--- config.mk ---
export PLATFORM = sky130hd
export DESIGN_NAME = ram_arbiter
export DESIGN_NICKNAME = d
export VERILOG_FILES = /design/src/rtl/ram_arbiter.sv
export SDC_FILE = /design/constraint.sdc
export NUM_CORES = 1
export LEC_CHECK = 0
export ABC_CLOCK_PERIOD_IN_PS = 3100
export BUFFER_PORTS_ARGS = -buffer_cell sky130_fd_sc_hd__buf_2
export CAP_MARGIN = 40
export CORE_AREA = 3 3 67 94
export DETAILED_ROUTE_END_ITERATION = 10
export DIE_AREA = 0 0 70 97
export MAX_ROUTING_LAYER = met4
export PLACE_DENSITY = 0.74
export SLEW_MARGIN = 5
export SYNTH_ARGS = -nofsm -noshare
export SYNTH_HDL_FRONTEND = slang
export SYNTH_SLANG_ARGS = --single-unit
--- constraint.sdc ---
create_clock -name clk_i -period 3.1 [get_ports clk_i]
set_input_delay 0.62 -clock clk_i [delete_from_list [all_inputs] [get_ports clk_i]]
set_output_delay 0.62 -clock clk_i [all_outputs]
set_load 0.05 [all_outputs]
--- src/rtl/ram_arbiter.sv ---
// Round-robin arbiter sharing one single-port RAM between requesters A and B.
// Supports locked bursts of up to MAX_BURST grants; read data returns one cycle after the grant.
module ram_arbiter #(
    parameter int ADDR_W    = 11,
    parameter int DATA_W    = 16,
    parameter int MAX_BURST = 4
) (
    input  logic              clk_i,
    input  logic              rst_ni,
    input  logic              a_req_i,
    input  logic              a_lock_i,
    input  logic              a_wr_i,
    input  logic [ADDR_W-1:0] a_addr_i,
    input  logic [DATA_W-1:0] a_data_i,
    output logic              a_gnt_o,
    output logic              a_rvalid_o,
    output logic [DATA_W-1:0] a_data_o,
    input  logic              b_req_i,
    input  logic              b_lock_i,
    input  logic              b_wr_i,
    input  logic [ADDR_W-1:0] b_addr_i,
    input  logic [DATA_W-1:0] b_data_i,
    output logic              b_gnt_o,
    output logic              b_rvalid_o,
    output logic [DATA_W-1:0] b_data_o,
    output logic              ram_enram_o,
    output logic              ram_wrram_o,
    output logic [ADDR_W-1:0] ram_addr_o,
    output logic [DATA_W-1:0] ram_data_o,
    input  logic [DATA_W-1:0] ram_data_i
);

    localparam int                CNT_W   = $clog2(MAX_BURST + 1);
    localparam logic [CNT_W-1:0]  MAX_CNT = CNT_W'(MAX_BURST);

    typedef enum logic [1:0] {
        IDLE   = 2'd0,
        LOCK_A = 2'd1,
        LOCK_B = 2'd2
    } state_t;

    state_t             state_q, state_d;
    logic [CNT_W-1:0]   burst_cnt_q, burst_cnt_d;
    logic               rr_ptr_q, rr_ptr_d;   // 0 = A next, 1 = B next
    logic               eff_rr;
    logic               hold_a, hold_b;
    logic               gnt_a_raw, gnt_b_raw;

    logic               a_rvld_p1, b_rvld_p1;
    logic [DATA_W-1:0]  a_rdata_p1, b_rdata_p1;

    always_ff @(posedge clk_i or negedge rst_ni) begin
        if (!rst_ni) begin
            state_q     <= IDLE;
            burst_cnt_q <= '0;
            rr_ptr_q    <= 1'b0;
        end else begin
            state_q     <= state_d;
            burst_cnt_q <= burst_cnt_d;
            rr_ptr_q    <= rr_ptr_d;
        end
    end

    always_comb begin
        gnt_a_raw   = 1'b0;
        gnt_b_raw   = 1'b0;
        state_d     = state_q;
        burst_cnt_d = burst_cnt_q;
        rr_ptr_d    = rr_ptr_q;
        eff_rr      = rr_ptr_q;
        hold_a      = (state_q == LOCK_A) && a_req_i && a_lock_i && (burst_cnt_q < MAX_CNT);
        hold_b      = (state_q == LOCK_B) && b_req_i && b_lock_i && (burst_cnt_q < MAX_CNT);

        if (hold_a) begin
            gnt_a_raw   = 1'b1;
            burst_cnt_d = burst_cnt_q + CNT_W'(1);
            rr_ptr_d    = 1'b1;
        end else if (hold_b) begin
            gnt_b_raw   = 1'b1;
            burst_cnt_d = burst_cnt_q + CNT_W'(1);
            rr_ptr_d    = 1'b0;
        end else begin
            // A finished or broken burst hands priority to the port that was kept waiting
            if (state_q == LOCK_A)
                eff_rr = 1'b1;
            else if (state_q == LOCK_B)
                eff_rr = 1'b0;

            if (a_req_i && (!b_req_i || !eff_rr))
                gnt_a_raw = 1'b1;
            else if (b_req_i)
                gnt_b_raw = 1'b1;

            state_d     = IDLE;
            burst_cnt_d = '0;
            if (gnt_a_raw) begin
                rr_ptr_d = 1'b1;
                if (a_lock_i) begin
                    state_d     = LOCK_A;
                    burst_cnt_d = CNT_W'(1);
                end
            end else if (gnt_b_raw) begin
                rr_ptr_d = 1'b0;
                if (b_lock_i) begin
                    state_d     = LOCK_B;
                    burst_cnt_d = CNT_W'(1);
                end
            end
        end
    end

    assign a_gnt_o     = gnt_a_raw & rst_ni;
    assign b_gnt_o     = gnt_b_raw & rst_ni;
    assign ram_enram_o = a_gnt_o | b_gnt_o;

    always_comb begin
        ram_wrram_o = 1'b0;
        ram_addr_o  = '0;
        ram_data_o  = '0;
        if (a_gnt_o) begin
            ram_wrram_o = a_wr_i;
            ram_addr_o  = a_addr_i;
            ram_data_o  = a_data_i;
        end else if (b_gnt_o) begin
            ram_wrram_o = b_wr_i;
            ram_addr_o  = b_addr_i;
            ram_data_o  = b_data_i;
        end
    end

    // Stage p1: read data captured at the grant edge, valid for one cycle
    always_ff @(posedge clk_i or negedge rst_ni) begin
        if (!rst_ni) begin
            a_rvld_p1  <= 1'b0;
            b_rvld_p1  <= 1'b0;
            a_rdata_p1 <= '0;
            b_rdata_p1 <= '0;
        end else begin
            a_rvld_p1 <= a_gnt_o & ~a_wr_i;
            b_rvld_p1 <= b_gnt_o & ~b_wr_i;
            if (a_gnt_o && !a_wr_i)
                a_rdata_p1 <= ram_data_i;
            if (b_gnt_o && !b_wr_i)
                b_rdata_p1 <= ram_data_i;
        end
    end

    assign a_rvalid_o = a_rvld_p1;
    assign b_rvalid_o = b_rvld_p1;
    assign a_data_o   = a_rdata_p1;
    assign b_data_o   = b_rdata_p1;

endmodule

After elaboration in Yosys (flattened, before gate mapping)
Cells that the tools add are included.
- memory bits (writable): 0
- flip-flop bits (word level): 40
- bits in read-only memories: 0
- memories: 0
- bits in latches: 0
- bitwise gates (word level): 9
- $add $sub $neg: 1
- equality and inequality tests: 2
- multiply operators: 0
- shift-type cells: 0
- reduce and logical (&&, ||, !) cells: 16
- order comparisons: 1
- div/mod/pow operators: 0
- mux-type cells: 35
- operators with widths (kind ; number):
    16-bit 2-to-1 mux ; 2
    1-bit 2-to-1 mux ; 25
    11-bit 2-to-1 mux ; 2
    1-bit logical AND ; 9
    3-bit 2-to-1 mux ; 3
    2-bit 2-to-1 mux ; 3
    1-bit bitwise AND ; 4
    1-bit zero test ; 4
    1-bit NOT ; 4
    4-bit nonzero test ; 1
    3-bit by 1-bit adder with 3-bit output, second input constant ; 1
    3-bit < comparator, second input constant ; 1
    2-bit by 1-bit == test with 1-bit output, second input constant ; 1
    2-bit == test, second input constant ; 1
    2-bit AND reduction ; 1
    1-bit logical OR ; 1
    1-bit bitwise OR ; 1

Logic depth before layout (Yosys ltp)
- depth after elaboration: 17
- depth in mapped cells: 7

Least setup slack after synthesis
OpenSTA, ideal clock, no wires.
- kind: input -> output
- start point: input port a_req_i
- end point: output port ram_addr_o[0]
- cell stages on the path: 7
- slack: -0.201 ns
- data required time: 2.480 ns
- path buffers: 3
- data arrival time: 2.681 ns
- cell sequence: clkbuf_1 and4bb_2 and2_1 a31oi_1 buf_2 buf_2 mux2i_1
- longest elaborated chain between the ends: 9
- elaborated cells on any way between the ends: 18
- ends and longest elaborated chain (item ; line ; source):
    from (decl) ; 10 ; input logic a_req_i,
    1-bit logical AND ; 89 ; if (a_req_i && (!b_req_i || !eff_rr))
    1-bit 2-to-1 mux ; 89 ;
    1-bit 2-to-1 mux ; 78 ; end else if (hold_b) begin
    1-bit 2-to-1 mux ; 74 ; if (hold_a) begin
    1-bit 2-to-1 mux ; 78 ;
    1-bit 2-to-1 mux ; 74 ;
    1-bit bitwise AND ; 113 ; assign b_gnt_o = gnt_b_raw & rst_ni;
    11-bit 2-to-1 mux ; 124 ; end else if (b_gnt_o) begin
    11-bit 2-to-1 mux (*) ; 120 ; if (a_gnt_o) begin
    to (decl) ; 28 ; output logic [ADDR_W-1:0] ram_addr_o,
Every way passes the cells marked *; elsewhere a longest branch is shown, timed or not. The select of a mux whose other input is x is not followed.

Worst setup path after layout
- start point: register state_q[0]
- end point: output port ram_data_o[6]
- longest elaborated chain between the ends: 16
- elaborated cells on any way between the ends: 29
- ends and longest elaborated chain (item ; line ; source):
    from (decl) ; 42 ; state_t state_q, state_d;
    from (signal assigned) ; 58 ; state_q <= state_d;
    2-bit == test ; 72, 86 ;
    1-bit 2-to-1 mux ; 86 ; else if (state_q == LOCK_B)
    1-bit 2-to-1 mux ; 84 ; if (state_q == LOCK_A)
    1-bit 2-to-1 mux ; 78 ;
    1-bit 2-to-1 mux ; 74 ;
    1-bit zero test ; 89 ;
    1-bit logical OR ; 89 ;
    1-bit logical AND ; 89 ;
    1-bit 2-to-1 mux ; 89 ;
    1-bit 2-to-1 mux ; 78 ;
    1-bit 2-to-1 mux ; 74 ;
    1-bit 2-to-1 mux ; 78 ;
    1-bit 2-to-1 mux ; 74 ;
    1-bit bitwise AND ; 113 ;
    16-bit 2-to-1 mux ; 124 ;
    16-bit 2-to-1 mux (*) ; 120 ;
    to (decl) ; 29 ; output logic [DATA_W-1:0] ram_data_o,
Marks and branches as above.

==> results_dict.tcl <==
set metrics [dict create \
    status "finished clean" \
    slowest_delay_ps 470 \
    yosysTopAreaCell "dfrtp_1" \
    highest_layer "met4" \
    synth_area_per_cell_um2 9.38 \
    finalHoldViolCount 0 \
    yosysWarningCount 0 \
    final_common_cell "buf_2" \
    grt.total_usage 0.189 \
    post_cts_buffers 0 \
    setup_viol 0 \
    wl_met3_um 491 \
    worstHoldPathType "in2async" \
    worst-path-max-fanout 29 \
    fin_ws_ps 100 \
    dp_hpwl_um 4880 \
    cts_tree "yes" \
    fp.dieW_um 70 \
    end_kind "output pin" \
    syn_inst 248 \
    overflow 0 \
    syn-num-nets 327 \
    clk_pin_slew_ps 70 \
    dieArea_um2 6790 \
    leakage_nw 1.85 \
    grt_pass1_wl_um 10300 \
    numPortBuffers 142 \
    dpl_worst_slack_ps 143 \
    vias 2282 \
    wl_met1_um 2390 \
    yosysTopAreaCellShare 0.430 \
    clock_latency_ps 290 \
    total_power_mw 2.15 \
    skew_ps 3.56 \
    finalNetCount 462 \
    synth_area_um2 2330 \
    max-cap-violations 0 \
    wl_per_cell_um 13.7 \
    synth.distinct_cells 35 \
    grt_pass1_vias 2230 \
    crit_slowest_cell "or3_1" \
    antenna_found_initial 0 \
    antennaDiodeCount 0 \
    slew_viol_final 0 \
    worstMarginPinSlew_ps 876 \
    max_freq_mhz 333 \
    path_class "reg2out" \
    timing.final.crit_period_ps 3000 \
    syn2layout_area_growth_pct 38.0 \
    path_cells "nand2b_4 > or3_1 > a31oi_4 > buf_12 > mux2i_1 > clkbuf_4" \
    synth_seq_cells 40 \
    wl_met2_um 3230 \
    final_util 0.581 \
    cts_made_buffers 5 \
    ir_drop_mv 0.220 \
    cts_max_level 2 \
    rsz0062_at_grt "no" \
    cts-root-buf "clkbuf_8" \
    maxSlewHeadroom 0.416 \
    postRouteAntennaNets 0 \
    drt_pass1_iterations 4 \
    drt-total-wl_um 6190 \
    cp.arrival_ps 2380 \
    n_fill_cell 481 \
    routabilityCongestion 0.827 \
    pin_count 143 \
    max-clock-path-buffers 2 \
    design.core.area_um2 5530 \
    layout-drive-gt1-share 0.469 \
    drc 0 \
    grt_max_degree 36 \
    startpoint_type "flop" \
    fin_crit_sh 0.968 \
    first_iter_violations 86 \
    synth_area_leaders "dfrtp_1 43%, mux2i_1 12%, nand2_1 12%" \
    p_per_area_nw_per_um2 670 \
    cts.sinks 40 \
    seq_area_frac_synth 0.430 \
    layout_common_cells "140 x buf_2, 74 x nand2_1, 40 x dfrtp_1, 26 x mux2i_1, 19 x inv_1" \
    required_ps 2480 \
    avgViaCountPerCell 5.05 \
    die_height_um 97 \
    rows 32 \
    start_util 0.421 \
]
## layer usage
metal,up-vias,track usage
li1,1104,-
met1,1053,0.218
met2,119,0.335
met3,6,0.0322
met4,0,0.0531
met5,-,-
## Yosys cell counts
cell type	count
a2111o_1	1
a21boi_0	1
a21o_2	1
a21oi_1	3
a31oi_1	2
and2_1	1
and2_2	1
and2b_1	1
and3_1	1
and4_2	1
and4bb_2	1
buf_1	2
buf_12	1
buf_2	5
buf_6	1
clkbuf_1	11
dfrtp_1	40
ha_1	1
inv_1	19
mux2_2	7
mux2_4	9
mux2i_1	28
nand2_1	74
nand2_2	1
nand2b_1	2
nand2b_4	1
nand3_1	2
nor2_1	6
nor2b_1	2
nor3_1	2
o211ai_1	1
o221ai_1	1
o32ai_1	16
or3_1	1
xnor2_1	1
## stage by stage
stage               area, um2  setup TNS, ps  hold slack (ps)  std cells
floorplan                2330          -5210              324        248
global placement         3100              0              483        444
detailed placement       3100              0              488        444
CTS                      3200              0              183        452
global route             3210              0              179        452
finish                   3210              0              180        452
## cell type report
| type | count | area (um2) | area share |
|---|---|---|---|
| multi-input cells | 169 | 1170 | 0.365 |
| inverters | 19 | 71.3 | 0.0222 |
| repair buffers | 148 | 773 | 0.241 |
| well taps | 68 | 85.1 | 0.0265 |
| flip-flops and latches | 40 | 1000 | 0.312 |
| clock buffers | 6 | 72.6 | 0.0226 |
| clock inverters | 2 | 35.0 | 0.0109 |
## flip-flops by register name, summed over array words and instances (netlist names)
name	count
burst_cnt_q	3
b_data_o	16
b_rvalid_o	1
state_q	2
a_rvalid_o	1
rr_ptr_q	1
a_data_o	16
## timing repair
action,in CTS,in global routing
hold endpoints to repair,0,0
hold buffers,0,0
endpoints found under the setup margin,0,2
gates resized for setup,0,2
## worst max-delay path, delay by kind of cell (launching register included)
family                 cells  cell delay [ps]
and+or+nand+nor            2              630
buffers and inverters      2              520
DFF                        1              400
muxes                      1              270
AOI/OAI and AO/OA          1              260
## logic make-up after synthesis
group | share of synthesized area
buffers and inverters | 0.0758
multiplexers | 0.212
AO/OA/AOI/OAI | 0.0909
AND/OR/NAND/NOR | 0.181
adder cells (fa/ha/maj) | 0.00538
XOR/XNOR | 0.00377
flip-flops | 0.430
## report_power, final
| group | total, mW | leakage (nW) | switching (mW) | internal [mW] |
|---|---|---|---|---|
| Clock | 0.413 | 0.0552 | 0.175 | 0.239 |
| Combinational | 1.03 | 1.30 | 0.741 | 0.290 |
| Sequential | 0.705 | 0.496 | 0.0644 | 0.641 |
| Total | 2.15 | 1.85 | 0.980 | 1.17 |
## final timing paths
kind                       depth (start not counted)  slack, ps    startpoint       endpoint
hold reg to reg                                    1        500  b_data_o[14]   b_data_o[14]
min in group clk_i                                 1        500  b_data_o[14]   b_data_o[14]
max in group asynchronous                          3       2040        rst_ni    a_data_o[6]
setup / recovery                                   6        100    state_q[0]  ram_data_o[6]
setup reg to reg                                   4        750    state_q[0]    b_data_o[7]
hold / removal                                     1        180        rst_ni    a_data_o[4]
No activity file was read; power rests on OpenSTA's default activity.
